**src/rtl/apb_master_bridge.sv**
```systemverilog
`default_nettype none
// ============================================================================
// Module   : apb_master_bridge
// Brief    : valid/ready command port to APB SETUP/ACCESS master, one transfer
//            outstanding. Optional access timeout under `APB_TIMEOUT_EN.
// Revision : 1.0 - initial release
// ============================================================================
module apb_master_bridge #(
  parameter int ADDR_WIDTH     = 8,
  parameter int DATA_WIDTH     = 32,
  parameter int TIMEOUT_CYCLES = 16
) (
  input  logic                  PCLK,
  input  logic                  PRESET,
  input  logic                  cmd_valid,
  output logic                  cmd_ready,
  input  logic                  cmd_write,
  input  logic [ADDR_WIDTH-1:0] cmd_addr,
  input  logic [DATA_WIDTH-1:0] cmd_wdata,
  output logic                  rsp_valid,
  output logic [DATA_WIDTH-1:0] rsp_rdata,
  output logic                  rsp_err,
  output logic                  PSEL,
  output logic                  PENABLE,
  output logic                  PWRITE,
  output logic [ADDR_WIDTH-1:0] PADDR,
  output logic [DATA_WIDTH-1:0] PWDATA,
  input  logic                  PREADY,
  input  logic [DATA_WIDTH-1:0] PRDATA
);

  typedef enum logic [1:0] {
    S_IDLE   = 2'd0,
    S_SETUP  = 2'd1,
    S_ACCESS = 2'd2
  } state_t;

  state_t r_state;

`ifdef APB_TIMEOUT_EN
  // Abort fires on the TIMEOUT_CYCLES-th stalled ACCESS cycle.
  localparam logic [7:0] c_TIMEOUT_LAST = 8'(TIMEOUT_CYCLES - 1);
  logic [7:0] r_wait_cnt;
`else
  assign rsp_err = 1'b0;
`endif

  assign cmd_ready = (r_state == S_IDLE) && !PRESET;

  always_ff @(posedge PCLK or posedge PRESET) begin
    if (PRESET) begin
      r_state    <= S_IDLE;
      PSEL       <= 1'b0;
      PENABLE    <= 1'b0;
      PWRITE     <= 1'b0;
      PADDR      <= '0;
      PWDATA     <= '0;
      rsp_valid  <= 1'b0;
      rsp_rdata  <= '0;
`ifdef APB_TIMEOUT_EN
      rsp_err    <= 1'b0;
      r_wait_cnt <= 8'd0;
`endif
    end else begin
      rsp_valid <= 1'b0;
      case (r_state)
        S_IDLE: begin
          if (cmd_valid) begin
            PWRITE  <= cmd_write;
            PADDR   <= cmd_addr;
            PWDATA  <= cmd_write ? cmd_wdata : '0;
            PSEL    <= 1'b1;
            PENABLE <= 1'b0;
            r_state <= S_SETUP;
          end
        end
        S_SETUP: begin
          PENABLE <= 1'b1;
`ifdef APB_TIMEOUT_EN
          r_wait_cnt <= 8'd0;
`endif
          r_state <= S_ACCESS;
        end
        S_ACCESS: begin
          // PREADY wins over a timeout landing in the same cycle.
          if (PREADY) begin
            rsp_rdata <= PWRITE ? '0 : PRDATA;
`ifdef APB_TIMEOUT_EN
            rsp_err   <= 1'b0;
`endif
            rsp_valid <= 1'b1;
            PSEL      <= 1'b0;
            PENABLE   <= 1'b0;
            r_state   <= S_IDLE;
          end
`ifdef APB_TIMEOUT_EN
          else if (r_wait_cnt == c_TIMEOUT_LAST) begin
            rsp_rdata <= '0;
            rsp_err   <= 1'b1;
            rsp_valid <= 1'b1;
            PSEL      <= 1'b0;
            PENABLE   <= 1'b0;
            r_state   <= S_IDLE;
          end else begin
            r_wait_cnt <= r_wait_cnt + 8'd1;
          end
`endif
        end
        default: begin
          PSEL    <= 1'b0;
          PENABLE <= 1'b0;
          r_state <= S_IDLE;
        end
      endcase
    end
  end

endmodule
`default_nettype wire

```
**config.mk**
```make
export PLATFORM = sky130hd
export DESIGN_NAME = apb_master_bridge
export DESIGN_NICKNAME = d
export VERILOG_FILES = /design/src/rtl/apb_master_bridge.sv
export SDC_FILE = /design/constraint.sdc
export NUM_CORES = 1
export LEC_CHECK = 0
export ABC_AREA = 1
export BUFFER_PORTS_ARGS = -buffer_cell sky130_fd_sc_hd__buf_2
export CAP_MARGIN = 20
export CORE_MARGIN = 1
export CORE_UTILIZATION = 49
export CTS_BUF_LIST = sky130_fd_sc_hd__clkbuf_8
export CTS_CLUSTER_SIZE = 30
export DETAILED_ROUTE_END_ITERATION = 16
export PLACE_DENSITY = 0.82
export SYNTH_ARGS = -nofsm -noshare
export SYNTH_HDL_FRONTEND = slang
export SYNTH_SLANG_ARGS = --single-unit
```
**constraint.sdc**
```tcl
create_clock -name PCLK -period 2.66 [get_ports PCLK]
set_input_delay 0.133 -clock PCLK [delete_from_list [all_inputs] [get_ports PCLK]]
set_output_delay 0.133 -clock PCLK [all_outputs]
set_load 0.05 [all_outputs]
```
After elaboration in Yosys (flattened, before gate mapping)
Cells that the tools add are included.
{"block": "classes", "mux": 12, "reduce_logical": 7, "n_eq_ne": 4, "bitwise": 1}
{"cell": "$mux W32", "count": 2}
{"cell": "$pmux W1 S3", "count": 2}
{"cell": "$pmux W2 S3", "count": 1}
{"cell": "$reduce_and A2 Y1", "count": 3}
{"cell": "$mux W1", "count": 5}
{"cell": "$mux W2", "count": 2}
{"cell": "$ne A2 B2 Y1 const B", "count": 2}
{"cell": "$reduce_and A3 Y1", "count": 1}
{"cell": "$eq A2 B1 Y1 const B", "count": 1}
{"cell": "$eq A2 B2 Y1 const B", "count": 1}
{"cell": "$logic_not A2 Y1", "count": 1}
{"cell": "$logic_and A1 B1 Y1", "count": 1}
{"cell": "$logic_not A1 Y1", "count": 1}
{"cell": "$not A1 Y1", "count": 1}
{"block": "word_totals", "in_bits": 77, "wordCells": 32, "register_bits": 78}

Logic depth before layout (Yosys ltp)
Gate-level depths: netlist of the first run.
{"block": "depth", "depth_word": 3, "ltp_mapped": 6, "mapped_depth_nobuf": 4}

Worst setup path after synthesis of the first run
No wires, ideal clock.
{"block": "synth_path", "kind": "reg-to-output", "start": "reg r_state[1]", "end": "out cmd_ready", "path_buffers": 0, "arrival_time_ns": 1.582, "path_stages_with_launch": 4, "t_required_ns": 2.527, "path_slack_ns": 0.945, "cell_sequence": "dfrtp_1 nor2_4 inv_1 nor2_1"}
{"block": "synth_via", "elab_chain_cells": 2}
{"item": "from (decl)", "line": "38", "source": "state_t r_state;"}
{"item": "from (signal assigned)", "line": "52", "source": "r_state <= S_IDLE;"}
{"item": "from (signal assigned)", "line": "74", "source": "r_state <= S_SETUP;"}
{"item": "from (signal assigned)", "line": "82", "source": "r_state <= S_ACCESS;"}
{"item": "$logic_not A2 Y1", "line": "48", "source": "assign cmd_ready = (r_state == S_IDLE) && !PRESET;"}
{"item": "$logic_and A1 B1 Y1", "line": "48"}
{"item": "to (decl)", "line": "16", "source": "output logic cmd_ready,"}
No other way between the ends.

Final worst setup path of the first run
{"block": "layout_path", "start": "reg r_state[0]", "end": "out cmd_ready"}
Same word-level chain as after synthesis.

==> results of run 1 <==
## stage by stage
stage	instance area (um2)	setup slack (ns)	std cells	utilization [%]
after floorplan	3620	0.560	472	-
after global placement	4340	0.957	694	62.5
after detailed placement	4340	0.917	694	62.5
after CTS	4510	0.759	710	64.9
after global routing	4510	0.620	710	64.9
final	4510	0.796	710	64.9
## report_power, final
group	total, W	internal (W)	switching [W]	leakage (nW)
registers	0.00202	0.00168	0.000339	0.992
logic	0.00345	0.000717	0.00273	1.92
clock network	0.000730	0.000346	0.000384	0.0957
## state kept, by name, indices dropped and copies added (netlist names)
name       cells
PWDATA        32
PADDR          8
r_state        2
rsp_rdata     32
PSEL           1
PWRITE         1
rsp_valid      1
## timing repair
item                                   4_1_cts  5_1_grt
buffers inserted                             0        0
hold buffers                                 1        0
endpoints found under the hold margin       50        0
## final cells by class
type,count,area share [%]
well taps,96,2.67
flip-flops and latches,77,42.8
clock buffers,10,3.05
clock inverters,5,0.472
repair buffers,159,18.0
inverters,70,5.86
multi-input cells,293,27.2
## cell usage in the layout (no fill, tap or decap)
cell	Yosys	final
inv_2	1	1
buf_2	11	153
clkinv_2	0	3
conb_1	1	1
nor2_1	33	33
nor2_4	2	2
buf_4	11	5
nand2_4	1	1
clkbuf_8	0	10
dlygate4sd3_1	0	1
nand3_2	1	1
o21ai_0	1	1
dfrtp_1	77	77
nand2_1	180	180
and2_1	1	1
nand3_1	73	73
inv_1	69	71
## kinds of logic (layout without fill, tap and decap cells)
group	after synthesis	in the layout	share of synthesized area [%]
buf+inv	102	244	12.9
simple gates	291	291	33.6
flops	77	77	53.3
compound gates	1	1	0.138
other cells	1	1	0.104
## worst max path at each step
stage	startpoint	endpoint	slack, ns
floorplan	PRESET	PADDR[0]	0.56
global placement	PREADY	rsp_rdata[5]	0.96
detailed placement	PREADY	rsp_rdata[9]	0.92
CTS	r_state[0]	cmd_ready	0.76
global route	r_state[1]	cmd_ready	0.62
finish	r_state[0]	cmd_ready	0.80
## worst max-delay path: cells and delay by family (launching register included)
kind                   cells  cell delay [ns]
buffers and inverters      2             0.38
flip-flops                 1             0.45
AND/OR/NAND/NOR            2             0.57
## routing by layer
metal	global-route usage, %	routed length (um)
met2	38.6	3950
met3	5.75	660
met5	0	0
met1	29.4	3720
met4	8.49	113
==> results_dict.tcl, run 1 <==
set metrics [dict create \
    status "complete, no violations" \
    ys_seq_area_share_pct 53.3 \
    yosysTopAreaCell "dfrtp_1" \
    power_density_mw_per_mm2 1380 \
    hold_class "in2reg" \
    grt_max_degree 53 \
    tightest_slew_ns 0.878 \
    ir_drop_mv 0.715 \
    rr_worst_depth 4 \
    grt_util_all_layers_pct 23.2 \
    drt_iter0_markers 192 \
    yosysWarnings 0 \
    grt-ovfl-total 0 \
    cp.required_ns 2.53 \
    totalWireLength_mm 8.45 \
    min_to "PADDR[4]" \
    area_growth_pct 24.6 \
    post-route-period-util_pct 70.1 \
    grt_pass1_wl_mm 13.8 \
    portBuffers 153 \
    vias_per_cell 4.73 \
    crit_slowest_cell "nor2_4" \
    hold_depth 3 \
    core_mm2 0.00694 \
    die-width_um 87.9 \
    fmax_mhz 536 \
    syn_avg_cell_area_um2 7.67 \
    die_h_um 87.9 \
    worst-setup-path-type "reg2out" \
    fin_skew_ns 0.00853 \
    power_w 0.00620 \
    hpwlAfterDp_mm 5.72 \
    regArea_mm2 0.00193 \
    r2r_end "PADDR[1]" \
    initial_core_util_pct 52.1 \
    synthTopCellsByArea "dfrtp_1 (53%), nand2_1 (19%), nand3_1 (10%)" \
    root_buffer "clkbuf_8" \
    clockBufferDepth 2 \
    vias 3357 \
    io_pins 155 \
    ys_seq_elements 77 \
    critPathArrivalTime_ns 1.73 \
    rows 30 \
    slew_headroom_pct 41.4 \
    nNetsFinal 687 \
    ant_nets 0 \
    clk_pin_slew_ns 0.07 \
    fin_hold_ws_ns 0.0255 \
    synth_edf_count 0 \
    antenna_found_initial 0 \
    synth_nets 549 \
    synth_top_area_share_pct 53.3 \
    synthDistinctLibCells 17 \
    grt_pass1_vias 3057 \
    final.fill_count 629 \
    clk_latency_ns 0.33 \
    worstSetupEndpointType "output pin" \
    drtPass1Iterations 5 \
    drc 0 \
    yosysMostFrequentCell "nand2_1" \
    antenna_cells 0 \
    numCtsBuffers 9 \
    max_stage_delay_ns 0.48 \
    ctsResizeCount 0 \
    maxCapViolCount 0 \
    rrSetupSlack_ns 0.99 \
    drive_gt1_share_pct 28.7 \
    gp_congestion 0.758 \
    synth_commonest_cells "nand2_1 (180), dfrtp_1 (77), nand3_1 (73)" \
    syn_inst 472 \
    multi_input_area_mm2 0.00122 \
    rsz0062_at_grt "false" \
    die-area_mm2 0.00773 \
    routedWlPerCell_um 11.9 \
    numClockSinks 77 \
    fin_tns_setup_ns 0 \
    finalMaxSlewViolations 0 \
    crit_fanout 24 \
    setup.worst_path.start_class "register" \
    synth_area_mm2 0.00362 \
    r2r_start "r_state[0]" \
    cts_tree "yes" \
    setup_viol 0 \
    synth-main-ff-cell "dfrtp_1" \
    period_needed_ns 1.86 \
    p_leak_nw 3.01 \
    hp-start "cmd_addr[4]" \
    path_cells "nor2_4 -> inv_1 -> nor2_1 -> buf_2" \
    htree_levels 3 \
    hold_violations 0 \
    async_reset_ff_share_pct 100 \
]
Power figures use the tool's default switching activity.
==> inputs of run 2 (changes only) <==
--- a/config.mk
+++ b/config.mk
@@ -9,11 +9,11 @@
 export BUFFER_PORTS_ARGS = -buffer_cell sky130_fd_sc_hd__buf_2
 export CAP_MARGIN = 20
 export CORE_MARGIN = 1
-export CORE_UTILIZATION = 49
+export CORE_UTILIZATION = 45
 export CTS_BUF_LIST = sky130_fd_sc_hd__clkbuf_8
 export CTS_CLUSTER_SIZE = 30
 export DETAILED_ROUTE_END_ITERATION = 16
-export PLACE_DENSITY = 0.82
+export PLACE_DENSITY = 0.79
 export SYNTH_ARGS = -nofsm -noshare
 export SYNTH_HDL_FRONTEND = slang
 export SYNTH_SLANG_ARGS = --single-unit
==> constraint.sdc (replaced) <==
create_clock -name PCLK -period 1.7 [get_ports PCLK]
set_input_delay 0.085 -clock PCLK [delete_from_list [all_inputs] [get_ports PCLK]]
set_output_delay 0.085 -clock PCLK [all_outputs]
set_load 0.05 [all_outputs]
==> run 2 against run 1 <==
Compared with the run above: worst hold slack gained 0.020 ns; critical path type unchanged; combinational power grew 60%; clock-buffer cell count grew 1; die area grew 8.7%; critical endpoint unchanged; register-to-register slack lost 0.67 ns; final cell count grew 2.4%; clock power grew 110%; global-route usage shrank 1.6 points; via count grew 1.2%; first-iteration DRC count shrank 49%.
==> results_dict.tcl, run 2 (synthesis gave the netlist of run 1 again) <==
set metrics [dict create \
    status "complete, no violations" \
    initial_core_util_pct 46.6 \
    setup.worst_path.start_class "register" \
    path_cells "nor2_4 -> inv_1 -> nor2_1 -> buf_2" \
    critPathArrivalTime_ns 1.41 \
    hpwlAfterDp_mm 5.70 \
    cp.required_ns 1.62 \
    root_buffer "clkbuf_8" \
    reg_top3 "PWDATA x32, rsp_rdata x32, PADDR x8" \
    worstSetupEndpointType "output pin" \
    pre_cts_ws_ns 0.348 \
    totalWireLength_mm 8.64 \
    period_needed_ns 1.49 \
    critPathTopFamily "flip-flops" \
    worst-setup-path-type "reg2out" \
    cts_post_setup_buffers_inserted 0 \
    hold_class "in2reg" \
    grt_pass1_vias 3188 \
    routedWlPerCell_um 11.9 \
    antenna_found_initial 0 \
    power_density_mw_per_mm2 2160 \
    area_growth_pct 29.6 \
    grt_pass1_wl_mm 14.4 \
    hold_violations 0 \
    numClockSinks 77 \
    crit_fanout 4 \
    ctsResizeCount 0 \
    setup_viol 0 \
    cts_tree "yes" \
    post-route-period-util_pct 87.8 \
    ant_nets 0 \
    gp_congestion 0.767 \
    htree_levels 3 \
    drive_gt1_share_pct 29.0 \
    die_h_um 91.7 \
    die-width_um 91.7 \
    rows 32 \
    nNetsFinal 697 \
    drt_iter0_markers 97 \
    clockBufferDepth 2 \
    io_pins 155 \
    grt_util_all_layers_pct 21.6 \
    fmax_mhz 670 \
    maxCapViolCount 0 \
    core_mm2 0.00777 \
    tightest_slew_ns 0.570 \
    fin_tns_setup_ns 0 \
    final_common_cell "nand2_1" \
    rsz0062_at_grt "false" \
    grt-ovfl-total 0 \
    portBuffers 153 \
    die-area_mm2 0.00840 \
    grt_max_degree 78 \
    slew_headroom_pct 62.0 \
    p_leak_nw 3.08 \
    vias_per_cell 4.67 \
    clk_pin_slew_ns 0.08 \
    crit_slowest_cell "dfrtp_1" \
    final_cell_mix "nand2_1 (180), buf_2 (153), dfrtp_1 (77)" \
    worst-path-buf-inv 2 \
    numCtsBuffers 9 \
    fin_skew_ns 0.00937 \
    max_stage_delay_ns 0.46 \
    worst_slack_ns 0.208 \
    vias 3398 \
    clk_latency_ns 0.34 \
    finalMaxSlewViolations 0 \
    ir_drop_mv 1.06 \
    antenna_cells 0 \
    drc 0 \
    drtPass1Iterations 5 \
]
run 2: final timing paths:
| kind | startpoint | to | slack [ns] | cells after the start |
|---|---|---|---|---|
| worst max-delay path | r_state[0] | cmd_ready | 0.21 | 4 |
| worst min-delay path | cmd_wdata[30] | PWDATA[30] | 0.05 | 5 |
| worst max register to register | r_state[0] | PWDATA[12] | 0.32 | 4 |
| worst min register to register | PWDATA[7] | PWDATA[7] | 0.47 | 2 |
| max in group asynchronous | PRESET | rsp_rdata[21] | 0.95 | 4 |
| min in group asynchronous | PRESET | rsp_rdata[31] | 0.42 | 4 |
run 2: worst min-delay path, delay by kind of cell:
kind	cells	cell delay, ns
buffers and inverters	2	0.12
and+or+nand+nor	3	0.15
run 2: final cells by class:
type                    count  area [um2]
fillers                   693        3080
flip-flops and latches     77        1930
multi-input cells         293        1220
repair buffers            169         921
inverters                  70         267
clock buffers              11         151
well taps                 102         128
clock inverters             5        73.8
run 2: metrics by stage:
| stage | instances | hold slack, ns | utilization, % | total power (W) | area [um2] |
|---|---|---|---|---|---|
| 2_1_floorplan | 472 | 0.230 | - | 0.00745 | 3620 |
| 3_3_place_gp | 702 | 0.241 | 56.3 | 0.00855 | 4380 |
| 3_5_place_dp | 702 | 0.245 | 56.3 | 0.00865 | 4380 |
| 4_1_cts | 727 | 0.0221 | 60.4 | 0.0102 | 4690 |
| 5_1_grt | 727 | 0.0468 | 60.4 | 0.0107 | 4690 |
| 6_report | 727 | 0.0451 | 60.4 | 0.0102 | 4690 |
run 2: routing by layer:
metal	vias to the layer above	GRT usage (%)	wire length [um]
met5	-	0	0
met4	0	9.66	112
met3	11	4.73	576
met2	130	36.3	4200
met1	1563	26.8	3750
li1	1694	-	-
run 2: power by group:
| part | internal, W | leakage, nW | total [W] | switching, W |
|---|---|---|---|---|
| clock network | 0.000898 | 0.121 | 0.00154 | 0.000647 |
| logic | 0.00116 | 1.97 | 0.00552 | 0.00436 |
| registers | 0.00263 | 0.992 | 0.00309 | 0.000460 |
| total | 0.00468 | 3.08 | 0.0102 | 0.00547 |
run 2: repair_timing:
action                                  CTS  global route
hold buffers                              9             0
endpoints found under the setup margin    0             0
hold endpoints to repair                 85             0
